<file path="src/rtl/cipher_output_collector_if.sv">
// Ciphertext output stream: one unmasked 128-bit block per valid/ready transfer.
interface cipher_output_collector_if #(
    parameter int DATA_W = 32
);
    logic [4*DATA_W-1:0] ct_data;
    logic                ct_valid;
    logic                ct_ready;

    modport master (output ct_data, output ct_valid, input ct_ready);
    modport slave  (input ct_data, input ct_valid, output ct_ready);
endinterface

</file>
<file path="src/rtl/cipher_output_collector.sv">
// Collects four masked ciphertext words after a done edge, unmasks them and buffers the block.
// Define COLLECT_FIFO_EN for a 2-entry output FIFO; otherwise a single output register is used.
module cipher_output_collector #(
    parameter int DATA_W = 32
) (
    input  logic                      clk,
    input  logic                      rst,
    input  logic [DATA_W-1:0]         OutputData0,
    input  logic [DATA_W-1:0]         OutputData1,
    input  logic                      done,
    cipher_output_collector_if.master ct,
    output logic                      busy,
    output logic                      overflow
);
    localparam int BLOCK_W = 4 * DATA_W;

    typedef enum logic {IDLE, COLLECT} state_t;

    function automatic logic [DATA_W-1:0] unmask(input logic [DATA_W-1:0] s0,
                                                 input logic [DATA_W-1:0] s1);
        return s0 ^ s1;
    endfunction

    state_t                state;
    logic [1:0]            cnt;
    logic                  done_q;
    logic [3*DATA_W-1:0]   asm_p0;
    logic [DATA_W-1:0]     word;
    logic [BLOCK_W-1:0]    block;
    logic                  start;
    logic                  capture;
    logic                  push;
    logic                  pop;
    logic                  accept;

    assign word    = unmask(OutputData0, OutputData1);
    assign start   = done & ~done_q;
    assign capture = (state == IDLE && start) || (state == COLLECT && cnt != 2'd3);
    assign push    = (state == COLLECT) && (cnt == 2'd3);
    // The fourth word goes straight into the block; the first three are shifted in MSB-first.
    assign block   = {asm_p0, word};
    assign pop     = ct.ct_valid & ct.ct_ready;

    always_ff @(posedge clk or posedge rst) begin
        if (rst) begin
            state  <= IDLE;
            cnt    <= 2'd0;
            done_q <= 1'b0;
            busy   <= 1'b0;
        end else begin
            done_q <= done;
            case (state)
                IDLE: begin
                    if (start) begin
                        state <= COLLECT;
                        cnt   <= 2'd1;
                        busy  <= 1'b1;
                    end
                end
                COLLECT: begin
                    // Counter wraps 3 -> 0 on the final capture edge.
                    cnt <= cnt + 2'd1;
                    if (cnt == 2'd3) begin
                        state <= IDLE;
                        busy  <= 1'b0;
                    end
                end
            endcase
        end
    end

    // ---- stage p0: word assembly ----
    always_ff @(posedge clk) begin
        if (capture) asm_p0 <= {asm_p0[2*DATA_W-1:0], word};
    end

    always_ff @(posedge clk or posedge rst) begin
        if (rst) overflow <= 1'b0;
        else if ((state == COLLECT && start) || (push && !accept)) overflow <= 1'b1;
    end

`ifdef COLLECT_FIFO_EN
    logic [BLOCK_W-1:0] mem [2];
    logic               rd_ptr;
    logic [1:0]         count;

    // A pop on the same edge frees the slot the write index points at when full.
    assign accept      = push && (count != 2'd2 || pop);
    assign ct.ct_valid = (count != 2'd0);
    assign ct.ct_data  = mem[rd_ptr];

    always_ff @(posedge clk or posedge rst) begin
        if (rst) begin
            mem[0] <= '0;
            mem[1] <= '0;
            rd_ptr <= 1'b0;
            count  <= 2'd0;
        end else begin
            if (accept) mem[rd_ptr ^ count[0]] <= block;
            if (pop) rd_ptr <= ~rd_ptr;
            case ({accept, pop})
                2'b10:   count <= count + 2'd1;
                2'b01:   count <= count - 2'd1;
                default: count <= count;
            endcase
        end
    end
`else
    logic [BLOCK_W-1:0] buf_data;
    logic               buf_valid;

    assign accept      = push && (!buf_valid || pop);
    assign ct.ct_valid = buf_valid;
    assign ct.ct_data  = buf_data;

    always_ff @(posedge clk or posedge rst) begin
        if (rst) begin
            buf_data  <= '0;
            buf_valid <= 1'b0;
        end else if (accept) begin
            buf_data  <= block;
            buf_valid <= 1'b1;
        end else if (pop) begin
            buf_valid <= 1'b0;
        end
    end
`endif

endmodule
</file>
<file path="src/flat_wrapper.sv">
// flat-port wrapper written by rule: the top's interface ports become plain ports
module cipher_output_collector_flat 
#(
    parameter int DATA_W = 32
)
  (clk, rst, OutputData0, OutputData1, done, busy, overflow, ct_ct_data, ct_ct_valid, ct_ct_ready);
  cipher_output_collector_if #(.DATA_W(DATA_W)) ct_i ();
  input  logic clk;
  input  logic rst;
  input  logic [DATA_W-1:0] OutputData0;
  input  logic [DATA_W-1:0] OutputData1;
  input  logic done;
  output logic busy;
  output logic overflow;
  output wire logic [$bits(ct_i.ct_data)-1:0] ct_ct_data;
  output wire logic [$bits(ct_i.ct_valid)-1:0] ct_ct_valid;
  input wire logic [$bits(ct_i.ct_ready)-1:0] ct_ct_ready;
  assign ct_ct_data = ct_i.ct_data;
  assign ct_ct_valid = ct_i.ct_valid;
  assign ct_i.ct_ready = ct_ct_ready;
  cipher_output_collector #(.DATA_W(DATA_W)) u_core (.clk(clk), .rst(rst), .OutputData0(OutputData0), .OutputData1(OutputData1), .done(done), .ct(ct_i), .busy(busy), .overflow(overflow));
endmodule
</file>
<file path="config.mk">
export PLATFORM = sky130hd
export DESIGN_NAME = cipher_output_collector_flat
export DESIGN_NICKNAME = d
export VERILOG_FILES = /design/src/rtl/cipher_output_collector_if.sv /design/src/rtl/cipher_output_collector.sv /design/src/flat_wrapper.sv
export SDC_FILE = /design/constraint.sdc
export NUM_CORES = 1
export LEC_CHECK = 0
export CORE_MARGIN = 2
export CORE_UTILIZATION = 30
export DETAILED_ROUTE_END_ITERATION = 10
export PLACE_DENSITY = 0.62
export RECOVER_POWER = 50
export SYNTH_ARGS = -nofsm -noshare
export SYNTH_HDL_FRONTEND = slang
export SYNTH_SLANG_ARGS = --single-unit
export TNS_END_PERCENT = 30
</file>
<file path="constraint.sdc">
create_clock -name clk -period 8.8 [get_ports clk]
set_input_delay 0.88 -clock clk [delete_from_list [all_inputs] [get_ports clk]]
set_output_delay 0.88 -clock clk [all_outputs]
set_load 0.005 [all_outputs]
</file>
==> impl_metrics.env, run 1 <==
export IMPL_run_status="finished with violations"
export IMPL_failed_checks="capacitance limit, slew limit"
export IMPL_syn_nets=494
export IMPL_tritoncts="built"
export IMPL_tightest_slew_ns=3.10
export IMPL_timing_final_crit_share_pct=43.2
export IMPL_drt_pre_antenna_iters=4
export IMPL_net_switching_share_of_the_total_power_pct=26.3
export IMPL_critical_path_max_stage_delay_ns=2.07
export IMPL_final_antenna_net_count=0
export IMPL_cts_root_buf="clkbuf_16"
export IMPL_htree_num_levels=1
export IMPL_slew_violations=188
export IMPL_place_congestion=0.761
export IMPL_worstHoldPathCells=0
export IMPL_critPathSlowestCell="clkbuf_1"
export IMPL_clockPowerShare_pct=21.2
export IMPL_fin_setup_tns_ns=0
export IMPL_layout_core_utilization_pct=40.9
export IMPL_netlist_top_cells_count="dfrtp_1 (135), mux2_4 (119), edfxtp_1 (96)"
export IMPL_vias=4327
export IMPL_final_layout_size_suffix_gt1_share_pct=25.2
export IMPL_synth_seq_area_share_pct=70.9
export IMPL_max_freq_ghz=0.263
export IMPL_dominantRegCellSynth="dfrtp_1"
export IMPL_syn_to_final_growth_pct=33.6
export IMPL_place_detailed_hpwl_mm=11.2
export IMPL_num_nets_final=709
export IMPL_p_comb_share_pct=34.4
export IMPL_yosysMostFrequentCell="dfrtp_1"
export IMPL_postCtsSetupRepairBufs=0
export IMPL_numPortBuffers=198
export IMPL_clk_transition_reported_paths_ns=0.06
export IMPL_placement_rows=62
export IMPL_worst_endpoint_required_ns=8.86
export IMPL_setup_violations_final=0
export IMPL_timing_max_slew_rel_slack_pct=-108
export IMPL_netlist_area_leader_share_pct=38.3
export IMPL_layout_filler_cells=2645
export IMPL_critical_path_cell_chain="dlygate4sd3_1, nand2b_1, mux2i_4, clkbuf_1"
export IMPL_post_synth_inst_count=425
export IMPL_worst_skew_pair_late_latency_ns=0.50
export IMPL_grt_max_degree=70
export IMPL_cts_resized=0
export IMPL_clkSinkCount=231
export IMPL_synth_area_leader_cell="dfrtp_1"
export IMPL_wire_per_inst_um=16.2
export IMPL_timing_reg2reg_worst_path_depth=5
export IMPL_num_antenna_cells=0
export IMPL_die_x_extent_um=176
export IMPL_clock_tree_buffer_depth=3
export IMPL_antenna_found_initial=0
export IMPL_finalHoldViolations=0
export IMPL_boundaryPins=199
export IMPL_worst_hold_path_class="reg2reg"
export IMPL_startpoint_type="input pin"
export IMPL_dr_first_iter_drc_count=221
export IMPL_final_setup_skew_ns=0.00636
export IMPL_crit_path_max_fanout=51
export IMPL_ctsHoldBuffers=0
export IMPL_switchingPower_uw=1230
export IMPL_postSynth_asyncResetShare_pct=58.4
export IMPL_maximum_vdd_ir_drop_mv=0.174
export IMPL_cts_made_buffers=25
export IMPL_fin_total_pwr_uw=4670
export IMPL_power_density_cell_area_mw_per_mm2=396
export IMPL_internal_power_uw=3440
export IMPL_rsz_0062_raised_after_global_routing="false"
export IMPL_cellLeakagePower_uw=0.00476
export IMPL_remaining_overflow_grt=0
export IMPL_synth_warnings=0
export IMPL_worstPathArrival_ns=3.86
export IMPL_whs_ns=0.446
export IMPL_synthesis_area_per_instance_um2=20.8
export IMPL_synth_cell_types=25
export IMPL_grt_first_pass_wirelength_mm=27.2
export IMPL_worstSetupPathType="in2reg"
export IMPL_avgViaCountPerCell=4.15
export IMPL_chipHeight_um=176
export IMPL_max_cap_violations=4
export IMPL_post_synth_instance_area_mm2=0.00883
export IMPL_grtUsageTotal_pct=10.9
export IMPL_ys_top_cells_by_area="dfrtp_1 (38%), edfxtp_1 (33%), mux2_4 (20%), xor2_1 (3.2%), buf_12 (2.5%)"
export IMPL_p_seq_share_pct=44.4
export IMPL_synth_edff_count=96
export IMPL_post_route_drc_count=0
export IMPL_timing_critical_path_to_type="register"
export IMPL_synth_seq_cells=231
export IMPL_start_util_pct=30.6
export IMPL_multi_input_area_mm2=0.00225
export IMPL_totalWireLength_mm=16.9
export IMPL_vias_in_the_first_global_route=4804
export IMPL_final_period_minus_worst_setup_slack_ns=3.81
export IMPL_full_die_area_mm2=0.0308
export IMPL_register_area_mm2=0.00626
export IMPL_area_of_the_core_region_mm2=0.0289
-- routing by layer --
layer  track usage [%]  up-vias  part of all wire, %
li1                  -     1954                    -
met1              13.7     2224                   41
met2              18.4      116                   51
met3              2.79       33                  5.7
met4              3.48        0                  2.3
met5                 0        -                    0
-- final timing paths --
check	startpoint	endpoint	slack, ns
max	done	u_core.asm_p0[9]	4.99
min	u_core.asm_p0[39]	u_core.asm_p0[71]	0.45
min reg2reg	u_core.asm_p0[39]	u_core.asm_p0[71]	0.45
max in group asynchronous	rst	u_core.ct.ct_data[83]	5.15
min in group asynchronous	rst	u_core.ct.ct_data[9]	1.71
max reg2reg	u_core.cnt[0]	u_core.ct.ct_data[16]	5.33
-- registers in the layout, summed over array words and instances (netlist names) --
signal              count
u_core.asm_p0          96
u_core.busy             1
u_core.cnt              2
u_core.ct.ct_data     128
u_core.ct.ct_valid      1
u_core.done_q           1
u_core.overflow         1
u_core.state            1
-- kinds of logic after synthesis --
logic type	after synthesis	synth area share, %
AOI/OAI and AO/OA	5	0.354
buffers and inverters	17	3.13
adders and majority gates	1	0.142
muxes	129	21.5
DFF	231	70.9
and+or+nand+nor	10	0.807
xor gates and xnor gates	32	3.17
-- cell type report --
type                            instances  area share [%]
Tap cell                              384            4.07
Clock buffer                           32            5.87
Timing Repair Buffer                  203            17.1
Clock inverter                         13           0.774
Sequential cell                       231            53.1
Multi-Input combinational cell        177            19.1
Inverter                                2          0.0743
-- power groups by stage --
| stage | clock, uW | combinational, uW | sequential, uW |
|---|---|---|---|
| global route | 1070 | 1720 | 2150 |
| finish | 989 | 1610 | 2070 |
| floorplan | 0 | 912 | 2060 |
| detailed placement | 0 | 1690 | 2080 |
| global placement | 0 | 1650 | 2060 |
| CTS | 1020 | 1700 | 2070 |
-- stage by stage --
step / setup slack (ns) / instance area [um^2] / cells
6_report: 4.99 / 11800 / 1042
5_1_grt: 4.49 / 11800 / 1042
4_1_cts: 5.77 / 11900 / 1042
3_5_place_dp: 5.22 / 11100 / 997
3_3_place_gp: 5.29 / 11100 / 997
2_1_floorplan: 2.53 / 8830 / 425
-- placed cells by master, fill, tap and decap left out, types with 3 or more instances in the layout --
cell type	count
buf_4	3
dlygate4sd3_1	48
mux2_1	6
clkbuf_16	25
edfxtp_1	96
mux2_2	16
clkinv_2	5
clkbuf_8	4
xor2_1	32
mux2_4	106
dfrtp_1	135
clkbuf_1	5
clkinv_1	5
clkdlybuf4s50_1	150
-- critical path: cells and delay by family --
kind	cells	cell delay, ns
buf+inv	2	2.64
simple gates	1	0.12
mux	1	0.16
No activity file was read; power rests on OpenSTA's default activity.
==> run 2, diff against run 1 <==
- clock period: 8.8 -> 4 ns (I/O delays scaled with it)
==> run 2 against run 1 <==
  * The flow still finishes with violations (capacitance limit, slew limit)
  * Non-clock buffer count is 1 higher
  * Via count is 0.39% lower
  * First-iteration DRC count is 13% lower
  * Design area is 2.0% higher
  * Critical path depth is 1 lower
  * Largest power group unchanged
==> impl_metrics.env, run 2 (synthesis results as in run 1) <==
export IMPL_run_status="finished with violations"
export IMPL_failed_checks="capacitance limit, slew limit"
export IMPL_area_of_the_core_region_mm2=0.0289
export IMPL_final_critical_path_setup_slack_ns=1.42
export IMPL_timing_reg2reg_worst_path_depth=5
export IMPL_clock_tree_buffer_depth=3
export IMPL_finalHoldViolations=0
export IMPL_grtUsageTotal_pct=11.1
export IMPL_clk_transition_reported_paths_ns=0.06
export IMPL_placement_rows=62
export IMPL_worst_hold_path_class="reg2reg"
export IMPL_worstHoldPathCells=0
export IMPL_avgViaCountPerCell=4.12
export IMPL_full_die_area_mm2=0.0308
export IMPL_mostFrequentLayoutCell="dfrtp_1"
export IMPL_setup_violations_final=0
export IMPL_critical_path_max_stage_delay_ns=1.36
export IMPL_final_layout_size_suffix_gt1_share_pct=27.0
export IMPL_r2r_slack_ns=1.60
export IMPL_critPathSlowestCell="clkbuf_1"
export IMPL_timing_max_slew_rel_slack_pct=-19.6
export IMPL_dr_first_iter_drc_count=193
export IMPL_num_nets_final=712
export IMPL_syn_to_final_growth_pct=36.2
export IMPL_post_place_ws_ns=1.39
export IMPL_clkSinkCount=231
export IMPL_vias=4310
export IMPL_worst_skew_pair_late_latency_ns=0.52
export IMPL_cts_made_buffers=27
export IMPL_layout_filler_cells=2605
export IMPL_switchingPower_uw=2770
export IMPL_timing_final_crit_share_pct=64.6
export IMPL_tritoncts="built"
export IMPL_final_antenna_net_count=0
export IMPL_worstPathArrival_ns=2.85
export IMPL_num_antenna_cells=0
export IMPL_critical_path_cell_chain="dlygate4sd3_1, inv_6, clkbuf_1"
export IMPL_final_period_minus_worst_setup_slack_ns=2.58
export IMPL_antenna_found_initial=0
export IMPL_largest_register_ffs=128
export IMPL_die_x_extent_um=176
export IMPL_p_comb_share_pct=33.4
export IMPL_p_seq_share_pct=42.9
export IMPL_final_design_area_no_fill_mm2=0.0120
export IMPL_start_util_pct=30.6
export IMPL_worstSetupPathType="in2async"
export IMPL_clockPowerShare_pct=23.7
export IMPL_chipHeight_um=176
export IMPL_postCtsSetupRepairBufs=0
export IMPL_cts_root_buf="clkbuf_16"
export IMPL_place_congestion=0.735
export IMPL_timing_critical_path_to_type="async pin"
export IMPL_worst_endpoint_required_ns=4.27
export IMPL_whs_endpoint="u_core.asm_p0[53]"
export IMPL_max_cap_violations=2
export IMPL_crit_path_max_fanout=71
export IMPL_final_setup_skew_ns=0.0169
export IMPL_power_density_cell_area_mw_per_mm2=878
export IMPL_max_freq_ghz=0.387
export IMPL_numPortBuffers=198
export IMPL_ctsHoldBuffers=0
export IMPL_post_route_drc_count=0
export IMPL_detailed_place_area_mm2=0.0111
export IMPL_vias_in_the_first_global_route=4877
export IMPL_internal_power_uw=7800
export IMPL_slew_violations=68
export IMPL_worst_hold_startpoint="u_core.asm_p0[21]"
export IMPL_htree_num_levels=1
export IMPL_cts_resized=0
export IMPL_drt_pre_antenna_iters=4
export IMPL_regToRegEndpoint="u_core.ct.ct_data[41]"
export IMPL_reg_to_reg_startpoint="u_core.cnt[0]"
export IMPL_remaining_overflow_grt=0
export IMPL_boundaryPins=199
export IMPL_grt_first_pass_wirelength_mm=27.6
export IMPL_tightest_slew_ns=1.79
export IMPL_cellLeakagePower_uw=0.00490
export IMPL_grt_max_degree=72
export IMPL_layout_core_utilization_pct=41.7
export IMPL_net_switching_share_of_the_total_power_pct=26.2
export IMPL_startpoint_type="input pin"
export IMPL_highest_count_cells_in_the_layout_ignoring_fill_and_taps="dfrtp_1 (135), mux2_4 (119), clkdlybuf4s50_1 (106)"
export IMPL_rsz_0062_raised_after_global_routing="false"
export IMPL_wire_per_inst_um=16.4
export IMPL_maximum_vdd_ir_drop_mv=0.450
export IMPL_totalWireLength_mm=17.1
export IMPL_place_detailed_hpwl_mm=11.5
==> run 2: metal layers <==
layer  vias up  global-route usage [%]  wire length [um]
met3        27                    2.68               915
met1      2188                    13.6              7000
met4         0                    3.17               418
met2       119                    19.6              8810
met5         -                       0                 0
li1       1976                       -                 -
==> run 2: area by class of cell <==
cell class	count	area (um^2)	area share, %
sequential	231	6260	52.0
multi-input combinational	177	2310	19.2
timing repair buffer	204	2040	17.0
clock buffer	34	742	6.17
tap	384	480	3.99
clock inverter	15	184	1.53
inverter	2	12.5	0.104
==> run 2: critical path, delay by kind of cell <==
kind	cells	cell delay, ns
buffers and inverters	3	2.44
==> run 2: how the worst max path moves through the flow <==
stage | startpoint | end
after CTS | u_core.cnt[0] | u_core.ct.ct_data[22]
after detailed placement | ct_ct_ready | u_core.ct.ct_data[22]
after floorplan | rst | u_core.busy
after global placement | ct_ct_ready | u_core.ct.ct_data[22]
final | rst | u_core.ct.ct_data[106]
after global routing | rst | u_core.ct.ct_data[55]
==> run 2: through the flow <==
stage / power (uW) / TNS (ns) / hold WS [ns] / cells
CTS: 10900 / 0 / 0.367 / 1047
floorplan: 6490 / -1.50 / 0.422 / 425
global route: 11100 / 0 / 0.451 / 1047
global placement: 8160 / 0 / 0.431 / 998
finish: 10600 / 0 / 0.447 / 1047
detailed placement: 8300 / 0 / 0.439 / 998
==> run 2: power by group through the flow <==
stage	clock [uW]	combinational (uW)	sequential (uW)
4_1_cts	2580	3730	4580
2_1_floorplan	0	2020	4470
6_report	2500	3530	4530
3_5_place_dp	0	3710	4600
5_1_grt	2680	3770	4700
3_3_place_gp	0	3640	4530
==> run 3, diff against run 2 <==
- PLACE_DENSITY: 0.62 -> 0.64
- clock period: 4 -> 2.3 ns (I/O delays scaled with it)
==> run 3 against run 2 <==
  * The flow now finishes without violations
  * Count of clock-buffer cells in the layout fell by 3
  * Combinational power rose by 74%
  * Setup slack got worse by 1.1 ns
  * Global-route usage fell by 0.34 points
  * Clock power rose by 67%
  * Final cell count rose by 0.86%
  * Utilization fell by 0.056 points
  * Sequential share of layout area rose by 0.071 points
  * Critical endpoint is now u_core.asm_p0[41]
  * Highest routed layer unchanged
  * Die area did not move
==> impl_metrics.env, run 3 (synthesis results as in run 1) <==
export IMPL_worst_hold_path_class="in2async"
export IMPL_grt_max_degree=53
export IMPL_num_nets_final=721
export IMPL_maximum_vdd_ir_drop_mv=0.649
export IMPL_crit_path_max_fanout=45
export IMPL_clk_transition_reported_paths_ns=0.06
export IMPL_totalWireLength_mm=16.6
export IMPL_vias_in_the_first_global_route=4593
export IMPL_clock_tree_buffer_depth=3
export IMPL_place_inst=1007
export IMPL_postCtsSetupRepairBufs=0
export IMPL_syn_to_final_growth_pct=36.0
export IMPL_grtUsageTotal_pct=10.8
export IMPL_detailed_place_area_mm2=0.0113
export IMPL_start_util_pct=30.6
export IMPL_place_detailed_hpwl_mm=11.2
export IMPL_worst_endpoint_required_ns=2.45
export IMPL_timing_max_slew_rel_slack_pct=35.8
export IMPL_place_congestion=0.685
export IMPL_post_route_drc_count=0
export IMPL_final_design_area_no_fill_mm2=0.0120
export IMPL_highest_count_cells_in_the_layout_ignoring_fill_and_taps="clkdlybuf4s50_1 (149), dfrtp_1 (135), edfxtp_1 (96)"
export IMPL_dr_first_iter_drc_count=196
export IMPL_antenna_found_initial=0
export IMPL_clockPowerShare_pct=23.0
export IMPL_layout_filler_cells=2625
export IMPL_die_x_extent_um=176
export IMPL_vias=4277
export IMPL_boundaryPins=199
export IMPL_p_seq_share_pct=43.1
export IMPL_grtUsageMet1_pct=14.0
export IMPL_layout_core_utilization_pct=41.6
export IMPL_internal_power_uw=13400
export IMPL_cts_resized=0
export IMPL_grt_first_pass_wirelength_mm=26.5
export IMPL_final_layout_size_suffix_gt1_share_pct=24.0
export IMPL_numPortBuffers=198
export IMPL_timing_critical_path_to_type="register"
export IMPL_net_switching_share_of_the_total_power_pct=26.2
export IMPL_avgViaCountPerCell=4.05
export IMPL_htree_num_levels=1
export IMPL_power_density_cell_area_mw_per_mm2=1510
export IMPL_cellLeakagePower_uw=0.00486
export IMPL_tritoncts="built"
export IMPL_rsz_0062_raised_after_global_routing="false"
export IMPL_tightest_slew_ns=0.958
export IMPL_p_comb_share_pct=33.9
export IMPL_final_critical_path_setup_slack_ns=0.363
export IMPL_worstPathArrival_ns=2.08
export IMPL_placement_rows=62
export IMPL_max_cap_violations=0
export IMPL_whs_ns=0.338
export IMPL_chipHeight_um=176
export IMPL_ctsHoldBuffers=0
export IMPL_num_antenna_cells=0
export IMPL_critPathSlowestCell="clkbuf_4"
export IMPL_grt_use_met3_pct=2.42
export IMPL_post_place_ws_ns=0.370
export IMPL_final_antenna_net_count=0
export IMPL_clkSinkCount=231
export IMPL_startpoint_type="register"
export IMPL_critical_path_max_stage_delay_ns=0.59
export IMPL_full_die_area_mm2=0.0308
export IMPL_critical_path_cell_chain="mux2i_4, clkbuf_4"
export IMPL_timing_final_crit_share_pct=84.2
export IMPL_setup_violations_final=0
export IMPL_finalHoldViolations=0
export IMPL_final_setup_skew_ns=0.00934
export IMPL_drt_pre_antenna_iters=4
export IMPL_max_freq_ghz=0.516
export IMPL_largest_register_ffs=128
export IMPL_wire_per_inst_um=15.7
export IMPL_gr_usage_met2_pct=17.9
export IMPL_finalNonFillerCells=1056
export IMPL_area_of_the_core_region_mm2=0.0289
export IMPL_final_period_minus_worst_setup_slack_ns=1.94
export IMPL_remaining_overflow_grt=0
export IMPL_worst_skew_pair_late_latency_ns=0.51
export IMPL_switchingPower_uw=4750
export IMPL_worstSetupPathType="reg2reg"
export IMPL_gr_max_usage_layer="met2"
export IMPL_slew_violations=0
export IMPL_cts_root_buf="clkbuf_16"
export IMPL_cts_made_buffers=27
export IMPL_mostFrequentLayoutCell="clkdlybuf4s50_1"
export IMPL_run_status="finished, final reports clean"
[run 3: changes by cell type in the layout (fill, tap and decap cells not counted), moves of 5 or more]
cell,previous run,this run
mux2_1,1,30
clkdlybuf4s50_1,106,149
mux2_4,119,90
buf_12,2,7
dlygate4sd3_1,92,49
[run 3: power by group through the flow]
| stage | sequential (uW) | clock (uW) | combinational [uW] |
|---|---|---|---|
| after detailed placement | 7900 | 0 | 6700 |
| after CTS | 7870 | 4330 | 6720 |
| after global placement | 7880 | 0 | 6590 |
| after floorplan | 7780 | 0 | 3530 |
| after global routing | 8070 | 4490 | 6580 |
| final | 7800 | 4170 | 6130 |
[run 3: critical path, delay by kind of cell, from the launching register on]
kind / cells / cell delay [ns]
mux: 1 / 0.34
buf+inv: 1 / 0.59
flops: 1 / 0.58
[run 3: worst paths after layout]
path	startpoint	endpoint	slack, ns	depth (start not counted)
max in group asynchronous	rst	u_core.ct.ct_data[78]	0.72	3
min in group clk	done	u_core.done_q	0.39	1
max	u_core.state	u_core.asm_p0[41]	0.36	2
min reg2reg	u_core.asm_p0[59]	u_core.asm_p0[91]	0.44	0
max reg2reg	u_core.state	u_core.asm_p0[41]	0.36	2
min	rst	u_core.ct.ct_data[63]	0.34	2
[run 3: final cells by class]
cell class | instances | area [um^2] | area share [%]
inverter | 2 | 8.76 | 0.0729
clock buffer | 31 | 711 | 5.92
tap | 384 | 480 | 4.00
timing repair buffer | 213 | 2180 | 18.1
clock inverter | 18 | 169 | 1.41
sequential | 231 | 6260 | 52.1
multi-input combinational | 177 | 2200 | 18.4
[run 3: routing by layer]
layer	vias up	routed length [um]
li1	1986	-
met1	2143	7080
met2	116	8230
met3	32	889
met4	0	419
met5	-	0
[run 3: through the flow]
step | TNS [ns] | total power [uW]
2_1_floorplan | -44.82 | 11300
3_3_place_gp | 0 | 14500
3_5_place_dp | 0 | 14600
4_1_cts | 0 | 18900
5_1_grt | 0 | 19100
6_report | 0 | 18100
